File: config.mk
export PLATFORM = sky130hd
export DESIGN_NAME = shift_sequencer
export DESIGN_NICKNAME = d
export VERILOG_FILES = /design/src/rtl/shift_seq_pkg.sv /design/src/rtl/shift_step_unit.sv /design/src/rtl/shift_sequencer.sv
export SDC_FILE = /design/constraint.sdc
export NUM_CORES = 1
export LEC_CHECK = 0
export ABC_AREA = 1
export BUFFER_PORTS_ARGS = -buffer_cell sky130_fd_sc_hd__buf_2
export CORE_MARGIN = 2
export CORE_UTILIZATION = 30
export CTS_CLUSTER_SIZE = 10
export DETAILED_ROUTE_END_ITERATION = 7
export PLACE_DENSITY = 0.6
export SYNTH_ARGS = -nofsm -noshare
export SYNTH_HDL_FRONTEND = slang
export SYNTH_SLANG_ARGS = --single-unit
File: constraint.sdc
create_clock -name clk -period 2 [get_ports clk]
set_input_delay 0.6 -clock clk [delete_from_list [all_inputs] [get_ports clk]]
set_output_delay 0.6 -clock clk [all_outputs]
set_load 0.005 [all_outputs]
File: src/rtl/shift_seq_pkg.sv
// -----------------------------------------------------------------------------
// shift_seq_pkg
//   Shared types for the shift sequencer: the 2-bit shift opcode, the
//   sequencer FSM state and the opcode field width used to slice a program.
// -----------------------------------------------------------------------------
package shift_seq_pkg;

  // Width of one opcode field inside a packed program word.
  localparam int OP_W = 2;

  // One shift operation. Encodings match the program word layout.
  typedef enum logic [OP_W-1:0] {
    LEFT2 = 2'b00,  // acc << 1
    LEFT4 = 2'b01,  // acc << 2
    RIGHT = 2'b10,  // acc >> 1, logical
    HOLD  = 2'b11   // acc unchanged
  } op_e;

  // Sequencer control states.
  typedef enum logic [1:0] {
    IDLE = 2'b00,
    RUN  = 2'b01,
    DONE = 2'b10
  } state_e;

endpackage : shift_seq_pkg

File: src/rtl/shift_step_unit.sv
// -----------------------------------------------------------------------------
// shift_step_unit
//   Combinational single-step shifter shared by every operation of a program.
//   Results are truncated to SIZE bits with zero fill.
//
//   Optional feature: define SHIFT_OVF_DETECT_EN to add lost_o, which is high
//   when the selected step shifts a nonzero bit out of the operand.
//
//   Ports:
//     acc_i   [SIZE-1:0]  current accumulator value
//     op_i    [1:0]       opcode (shift_seq_pkg::op_e encoding)
//     acc_o   [SIZE-1:0]  accumulator value after one step
//     lost_o              nonzero bit shifted out (SHIFT_OVF_DETECT_EN only)
// -----------------------------------------------------------------------------
module shift_step_unit
  import shift_seq_pkg::*;
#(
  parameter int SIZE = 5
) (
  input  logic [SIZE-1:0] acc_i,
  input  logic [OP_W-1:0] op_i,
  output logic [SIZE-1:0] acc_o
`ifdef SHIFT_OVF_DETECT_EN
  ,
  output logic            lost_o
`endif
);

  op_e op;
  assign op = op_e'(op_i);

  // NOTE: every output of a combinational block gets a default before the
  // case statement, so no path leaves it unassigned and no latch is inferred.
  always_comb begin
    acc_o = acc_i;
    unique case (op)
      LEFT2:   acc_o = {acc_i[SIZE-2:0], 1'b0};
      LEFT4:   acc_o = {acc_i[SIZE-3:0], 2'b00};
      RIGHT:   acc_o = {1'b0, acc_i[SIZE-1:1]};
      HOLD:    acc_o = acc_i;
      default: acc_o = acc_i;
    endcase
  end

`ifdef SHIFT_OVF_DETECT_EN
  // Bits that fall off the operand for the selected step.
  always_comb begin
    lost_o = 1'b0;
    unique case (op)
      LEFT2:   lost_o = acc_i[SIZE-1];
      LEFT4:   lost_o = |acc_i[SIZE-1:SIZE-2];
      RIGHT:   lost_o = acc_i[0];
      HOLD:    lost_o = 1'b0;
      default: lost_o = 1'b0;
    endcase
  end
`endif

endmodule : shift_step_unit

File: src/rtl/shift_sequencer.sv
// -----------------------------------------------------------------------------
// shift_sequencer
//   Applies a short program of shift operations to one operand, one operation
//   per clock, through a single shift_step_unit. One job in flight at a time,
//   valid/ready handshake on both sides.
//
//   Optional feature: define SHIFT_OVF_DETECT_EN to add the ovf output, a
//   sticky per-job flag set whenever a step shifts out a nonzero bit.
//
//   Parameters:
//     SIZE   data width in bits
//     STEPS  maximum number of operations per program
//     LW     width of len (derived from STEPS, not overridable)
//
//   Ports:
//     clk        system clock, rising edge
//     rst        asynchronous active-low reset
//     in_valid   job request
//     in_ready   block can accept a job (IDLE, out of reset)
//     data_in    operand, sampled at acceptance
//     prog       op k at prog[2k+1:2k]; op 0 executes first
//     len        number of ops; values above STEPS are clamped
//     out_valid  result available (DONE)
//     out_ready  consumer takes the result
//     data_out   result (registered accumulator)
//     busy       high in RUN or DONE
//     ovf        shifted-out-bit flag (SHIFT_OVF_DETECT_EN only)
// -----------------------------------------------------------------------------
module shift_sequencer
  import shift_seq_pkg::*;
#(
  parameter  int SIZE  = 5,
  parameter  int STEPS = 4,
  localparam int LW    = $clog2(STEPS + 1)
) (
  input  logic                  clk,
  input  logic                  rst,
  input  logic                  in_valid,
  output logic                  in_ready,
  input  logic [SIZE-1:0]       data_in,
  input  logic [OP_W*STEPS-1:0] prog,
  input  logic [LW-1:0]         len,
  output logic                  out_valid,
  input  logic                  out_ready,
  output logic [SIZE-1:0]       data_out,
  output logic                  busy
`ifdef SHIFT_OVF_DETECT_EN
  ,
  output logic                  ovf
`endif
);

  // ---------------------------------------------------------------------------
  // State
  // ---------------------------------------------------------------------------
  state_e                  state_q, state_d;
  logic [SIZE-1:0]         acc_q,   acc_d;
  logic [LW-1:0]           idx_q,   idx_d;
  logic [LW-1:0]           len_q,   len_d;
  logic [OP_W*STEPS-1:0]   prog_q,  prog_d;
`ifdef SHIFT_OVF_DETECT_EN
  logic                    ovf_q,   ovf_d;
`endif

  // ---------------------------------------------------------------------------
  // Datapath helpers
  // ---------------------------------------------------------------------------
  logic [LW-1:0]   len_clamped;
  logic [OP_W-1:0] cur_op;
  logic [SIZE-1:0] step_acc;
`ifdef SHIFT_OVF_DETECT_EN
  logic            step_lost;
`endif

  assign len_clamped = (len > LW'(STEPS)) ? LW'(STEPS) : len;

  // Select the opcode for the current step. A compare-based mux keeps every
  // slice constant, so idx never has to be range-checked against prog_q.
  always_comb begin
    cur_op = prog_q[OP_W-1:0];
    for (int k = 0; k < STEPS; k++) begin
      if (idx_q == LW'(k)) begin
        cur_op = prog_q[OP_W*k +: OP_W];
      end
    end
  end

  shift_step_unit #(
    .SIZE (SIZE)
  ) u_step (
    .acc_i  (acc_q),
    .op_i   (cur_op),
    .acc_o  (step_acc)
`ifdef SHIFT_OVF_DETECT_EN
    ,
    .lost_o (step_lost)
`endif
  );

  // ---------------------------------------------------------------------------
  // FSM next-state and register updates
  // ---------------------------------------------------------------------------
  always_comb begin
    state_d = state_q;
    acc_d   = acc_q;
    idx_d   = idx_q;
    len_d   = len_q;
    prog_d  = prog_q;
`ifdef SHIFT_OVF_DETECT_EN
    ovf_d   = ovf_q;
`endif

    unique case (state_q)
      IDLE: begin
        if (in_valid) begin
          acc_d  = data_in;
          prog_d = prog;
          len_d  = len_clamped;
          idx_d  = '0;
`ifdef SHIFT_OVF_DETECT_EN
          ovf_d  = 1'b0;
`endif
          // An empty program passes the operand straight through.
          state_d = (len_clamped == '0) ? DONE : RUN;
        end
      end

      RUN: begin
        acc_d = step_acc;
        idx_d = idx_q + LW'(1);
`ifdef SHIFT_OVF_DETECT_EN
        ovf_d = ovf_q | step_lost;
`endif
        if (idx_q == len_q - LW'(1)) begin
          state_d = DONE;
        end
      end

      DONE: begin
        // Result and flag stay frozen until the consumer takes them; a new
        // job is only seen from IDLE, one edge later.
        if (out_ready) begin
          state_d = IDLE;
        end
      end

      default: state_d = IDLE;
    endcase
  end

  // NOTE: sequential state is updated only with non-blocking assignments so
  // every register samples the pre-edge values computed above.
  always_ff @(posedge clk or negedge rst) begin
    if (!rst) begin
      state_q <= IDLE;
      acc_q   <= '0;
      idx_q   <= '0;
      len_q   <= '0;
      prog_q  <= '0;
`ifdef SHIFT_OVF_DETECT_EN
      ovf_q   <= 1'b0;
`endif
    end else begin
      state_q <= state_d;
      acc_q   <= acc_d;
      idx_q   <= idx_d;
      len_q   <= len_d;
      prog_q  <= prog_d;
`ifdef SHIFT_OVF_DETECT_EN
      ovf_q   <= ovf_d;
`endif
    end
  end

  // ---------------------------------------------------------------------------
  // Outputs
  // ---------------------------------------------------------------------------
  // in_ready is held low while reset is asserted so no job can be presented
  // into a block that is still being cleared.
  assign in_ready  = rst && (state_q == IDLE);
  assign out_valid = (state_q == DONE);
  assign busy      = (state_q == RUN) || (state_q == DONE);
  assign data_out  = acc_q;
`ifdef SHIFT_OVF_DETECT_EN
  assign ovf       = ovf_q;
`endif

endmodule : shift_sequencer

---- Word level (Yosys, flattened, before mapping) ----
Cells that the tools add are included.
word-level totals
  input bits .............................. 20
  bits in registers ....................... 21
  word-level logic and storage cells ...... 45
  output and inout bits ................... 8
operators by class
  add/sub/neg operators ................... 2
  order comparisons ....................... 1
  mux-type cells .......................... 14
  reductions and logical operators ........ 10
  equality and inequality tests ........... 13
operator list
  operator               number
  $pmux W5 S3            1
  $mux W2                7
  $pmux W5 S2            1
  $eq A2 B2 Y1 const B   3
  $eq A3 B2 Y1 const B   2
  $mux W3                2
  $ne A2 B2 Y1 const B   3
  $pmux W2 S3            1
  $pmux W3 S2            1
  $reduce_and A3 Y1      2
  $mux W5                1
  $eq A2 B1 Y1 const B   2
  $logic_not A2 Y1       2
  $reduce_and A2 Y1      2
  $add A3 B1 Y3 const B  1
  $eq A3 B1 Y1 const B   1
  $eq A3 B3 Y1           1
  $gt A3 B3 Y1 const B   1
  $logic_not A3 Y1       1
  $sub A3 B1 Y3 const B  1
  $ne A2 B1 Y1 const B   1
  $reduce_bool A2 Y1     1
  $logic_and A1 B1 Y1    1
  $logic_or A1 B1 Y1     1

---- Depth between registers and ports, before layout ----
  depth in word-level cells ............... 7
  gate-level depth with buffers ........... 14
  gate-level depth less buffers ........... 14

---- Cells and area by module ----
A second synthesis with hierarchy kept.
unflattened totals
  cells, all modules ...................... 180
  area total of the unflattened synthesis .. 1326.3 sq um
modules (own cells, without submodules)
  module           instances  cells each  sequential area each (sq um)  area each (sq um)
  shift_sequencer  1          152         525.5                         1179.9
  shift_step_unit  1          28          0.0                           146.4

---- Worst setup path before layout ----
OpenSTA, ideal clock, no wires.
  path kind ............................... register to register
  start ................................... reg idx_q[0]
  end ..................................... reg acc_q[4] (netlist: data_out[4])
  data required time ...................... 1.876 ns
  buffers on the path ..................... 0
  library setup time ...................... 0.124 ns
  cell stages (with the launch flop) ...... 14
  period minus slack after synthesis ...... 1.835 ns
  setup slack ............................. 0.165 ns
  arrival ................................. 1.711 ns
  path through ............................ dfrtp_1 > ha_1 > ha_1 > inv_1 > nand2_1 > inv_1 > o21ai_1 > o21ai_1 > inv_1 > ha_1 > nand2_1 > nand2_4 > a21oi_1 > a21oi_2
between the ends
  word-level cells in the longest chain between the ends .. 7
  elaborated cells on any way between the ends .. 14
  classes of those cells .................. 7 x eq/ne; 5 x mux; 2 x reduce/logical
RTL lines
  element                                                  RTL line                text
  start: declaration                                       shift_sequencer.sv:58   logic [LW-1:0] idx_q, idx_d;
  start signal: assignment                                 shift_sequencer.sv:166  idx_q <= idx_d;
  $eq A3 B1 Y1                                             shift_sequencer.sv:82   if (idx_q == LW'(k)) begin
  $mux W2 (2 in series)                                    shift_sequencer.sv:82
  $mux W2 *                                                shift_sequencer.sv:82
  $eq A2 B2 Y1 (tied with other cells)                     shift_step_unit.sv:36   unique case (op)
  $pmux W5 S3 / $ne A2 B2 Y1 (equally long branches)       --
  $pmux W5 S2 / $reduce_and A3 Y1 (equally long branches)  --
  end signal: assignment                                   shift_sequencer.sv:156  acc_q <= '0;
  end signal: assignment                                   shift_sequencer.sv:165  acc_q <= acc_d;
  end: declaration                                         shift_sequencer.sv:57   logic [SIZE-1:0] acc_q, acc_d;
Every way passes the cells marked *; elsewhere a longest branch is shown, timed or not.
A chain may end at the register's enable or synchronous reset.

---- Final worst setup path ----
  start ................................... reg state_q[0]
  end ..................................... out in_ready
between the ends
  word-level cells in the longest chain between the ends .. 2
RTL lines
  element                   RTL line                text
  start: declaration        shift_sequencer.sv:56   state_e state_q, state_d;
  start signal: assignment  shift_sequencer.sv:164  state_q <= state_d;
  $logic_not A2 Y1          shift_sequencer.sv:180  assign in_ready = rst && (state_q == IDLE);
  $logic_and A1 B1 Y1       shift_sequencer.sv:180
  end: declaration          shift_sequencer.sv:39   output logic in_ready,
Every way passes these cells.

==> results.json <==
{
  "fmaxAchievable_mhz": 521,
  "setup.worst_path.class": "reg2out",
  "synth_cell_types": 25,
  "dr_total_vias": 1237,
  "synth_seq_area_share_pct": 39.4,
  "wire_per_inst_um": 11.5,
  "mostFrequentLayoutCells": "sky130_fd_sc_hd__nand2_1, sky130_fd_sc_hd__buf_2, sky130_fd_sc_hd__inv_1",
  "tritoncts_clock_tree": "done",
  "diodes": 0,
  "worstPathArrival_ns": 1.32,
  "grt_max_degree": 22,
  "share_of_layout_cells_above_drive_strength_1_pct": 36.6,
  "global_route_wire_length_before_repair_um": 5420,
  "synth_top_area_share_pct": 39.4,
  "maxCapViolCount": 0,
  "largest_vdd_supply_drop_uv": 967,
  "synth_top_cell_by_area": "sky130_fd_sc_hd__dfrtp_1",
  "critical_path_required_ns": 1.40,
  "synth.top_cells.by_area": "sky130_fd_sc_hd__dfrtp_1, sky130_fd_sc_hd__nand2_1, sky130_fd_sc_hd__ha_1, sky130_fd_sc_hd__inv_1, sky130_fd_sc_hd__nand3_1",
  "period_needed_ns": 1.92,
  "min_period_over_period_pct": 96.0,
  "timing.slew.headroom_pct": 80.0,
  "finalHoldViolations": 0,
  "synth_cells": 177,
  "grt_antenna_before_repair": 0,
  "grtUsageTotal_pct": 13.2,
  "number_of_global_route_vias_before_repair": 1263,
  "crit_family": "flip-flops",
  "critical-path-slowest-cell": "sky130_fd_sc_hd__dfrtp_1",
  "htree_levels": 1,
  "report.final.setup_viol": 0,
  "cts.clk_slew.worst_paths_ns": 0.08,
  "fin_skew_ns": 0.00376,
  "final-instance-count-excl-fill": 268,
  "drt_pre_antenna_iters": 4,
  "start_util_pct": 30.9,
  "timing.critical_path.fanout_max": 5,
  "total_power_mw": 3.25,
  "drc_errors": 0,
  "mostFrequentLayoutCell": "sky130_fd_sc_hd__nand2_1",
  "drv_slew": 0,
  "pre_cts_slack_ns": 0.00119,
  "finalNetCount": 248,
  "clk_latency_ns": 0.26,
  "synth_nets": 208,
  "result_of_the_run": "complete, no violations",
  "hold_path_class": "in2async",
  "critical_path.most_common_cell": "sky130_fd_sc_hd__inv_1",
  "remaining_antenna_violation_count_after_routing": 0,
  "cp_slowest_stage_delay_ns": 0.41,
  "fin_setup_tns_ns": 0,
  "utilization_pct": 42.0,
  "dpl.hpwl_um": 2210,
  "drt_iter0_markers": 56,
  "max_slew.worst_pin.slew_ns": 0.298,
  "global_placer_s_final_weighted_congestion": 0.888,
  "fp.dieArea_mm2": 0.00500,
  "fp-row-count": 24,
  "wirelength_um": 3070,
  "syn2layout_area_growth_pct": 35.9,
  "cts.sinks": 21,
  "worstSetupEndpointType": "primary output",
  "yosysWarningCount": 0,
  "finalWorstSetupSlack_ns": 0.0808,
  "chipWidth_um": 70.7,
  "placed_cells": 260,
  "pwr_density_cell_mw_per_mm2": 1790,
  "vias_per_cell": 4.62,
  "clock_path_buffers": 2,
  "cts-root-buf": "sky130_fd_sc_hd__clkbuf_8",
  "synth_seq_cells": 21,
  "crit_path_cell_trace": "inv_1 > ha_1 > nand2_1 > inv_1 > buf_2",
  "pin_count": 28,
  "mappedNetlistArea_mm2": 0.00134,
  "leakage_nw": 0.911,
  "crit_buf_inv": 3,
  "ctsHoldBuffers": 0,
  "area_of_the_core_mm2": 0.00432,
  "numCtsBuffers": 3,
  "floorplan.die.height_um": 70.7,
  "numPortBuffers": 27,
  "post_synth.cell_area_avg_um2": 7.54,
  "globalRouteOverflowTotal": 0,
  "start_kind": "flip-flop"
}
## Yosys cell counts (all sizes together)
master	n
ha	11
nand3	13
a31oi	2
inv	28
o21bai	1
nor2	7
buf	2
o22ai	4
o211ai	3
a22oi	1
nand2	62
clkinv	3
dfrtp	21
a21oi	11
o21ai	8
## power breakdown
group / switching (mW) / internal [mW]
Sequential: 0.186 / 0.632
Combinational: 1.20 / 0.948
Clock: 0.143 / 0.142
## cells by family after synthesis
logic type	share of synthesized area, %
flip-flops	39.4
AO/OA/AOI/OAI	14.3
AND/OR/NAND/NOR	25.8
adder cells (fa/ha/maj)	10.3
buffers and inverters	10.2
## through the flow
stage / hold WS (ns) / area [um2]
floorplan: 0.304 / 1340
detailed placement: 0.466 / 1570
CTS: 0.358 / 1620
global placement: 0.470 / 1570
finish: 0.351 / 1810
global route: 0.364 / 1810
## worst paths after layout
path / startpoint / endpoint / slack (ns) / cells past startpoint
setup / recovery: state_q[0]$_DFFE_PN0P_ / in_ready / 0.08 / 5
hold / removal: rst / len_q[2]$_DFFE_PN0P_ / 0.35 / 2
setup reg to reg: idx_q[1]$_DFFE_PN0P_ / data_out[4]$_DFFE_PN0P_ / 0.08 / 11
hold reg to reg: prog_q[5]$_DFFE_PN0P_ / prog_q[5]$_DFFE_PN0P_ / 0.48 / 2
max in group asynchronous: rst / idx_q[1]$_DFFE_PN0P_ / 1.41 / 2
min in group clk: prog_q[5]$_DFFE_PN0P_ / prog_q[5]$_DFFE_PN0P_ / 0.48 / 2
## flip-flops by register name (all words and copies together), names as in the netlist
register  count
data_out      5
idx_q         3
len_q         3
prog_q        8
state_q       2
## routing by layer
metal / up-vias / wire [um] / global-route usage [%]
li1: 642 / - / -
met1: 571 / 1490 / 18.2
met2: 20 / 1440 / 21.0
met3: 4 / 88 / 1.99
met4: 0 / 53 / 4.82
met5: - / 0 / 0
## worst reg2reg max path, stage by stage (launching register included)
cell and delay, ns:
sky130_fd_sc_hd__dfrtp_2 0.46, sky130_fd_sc_hd__inv_2 0.10, sky130_fd_sc_hd__ha_4 0.16, sky130_fd_sc_hd__buf_4 0.11
sky130_fd_sc_hd__a21oi_2 0.05, sky130_fd_sc_hd__o21ai_1 0.16, sky130_fd_sc_hd__o21ai_2 0.11, sky130_fd_sc_hd__ha_4 0.30
sky130_fd_sc_hd__inv_6 0.05, sky130_fd_sc_hd__a21oi_1 0.13, sky130_fd_sc_hd__o21ai_1 0.09, sky130_fd_sc_hd__a21oi_2 0.13
## area by class of cell
cell class	instances	area, um2
timing repair buffer	37	226
multi-input combinational	123	821
inverter	31	129
fill	465	2510
tap	52	65.1
clock buffer	4	45.0
sequential	21	528
## what timing repair did
item / CTS / global route
endpoints found under the setup margin: 3 / 5
gates cloned: 0 / 0
buffers inserted: 0 / 4
gates resized for setup: 3 / 43
pin swaps: 0 / 9
No activity file was read; power rests on OpenSTA's default activity.
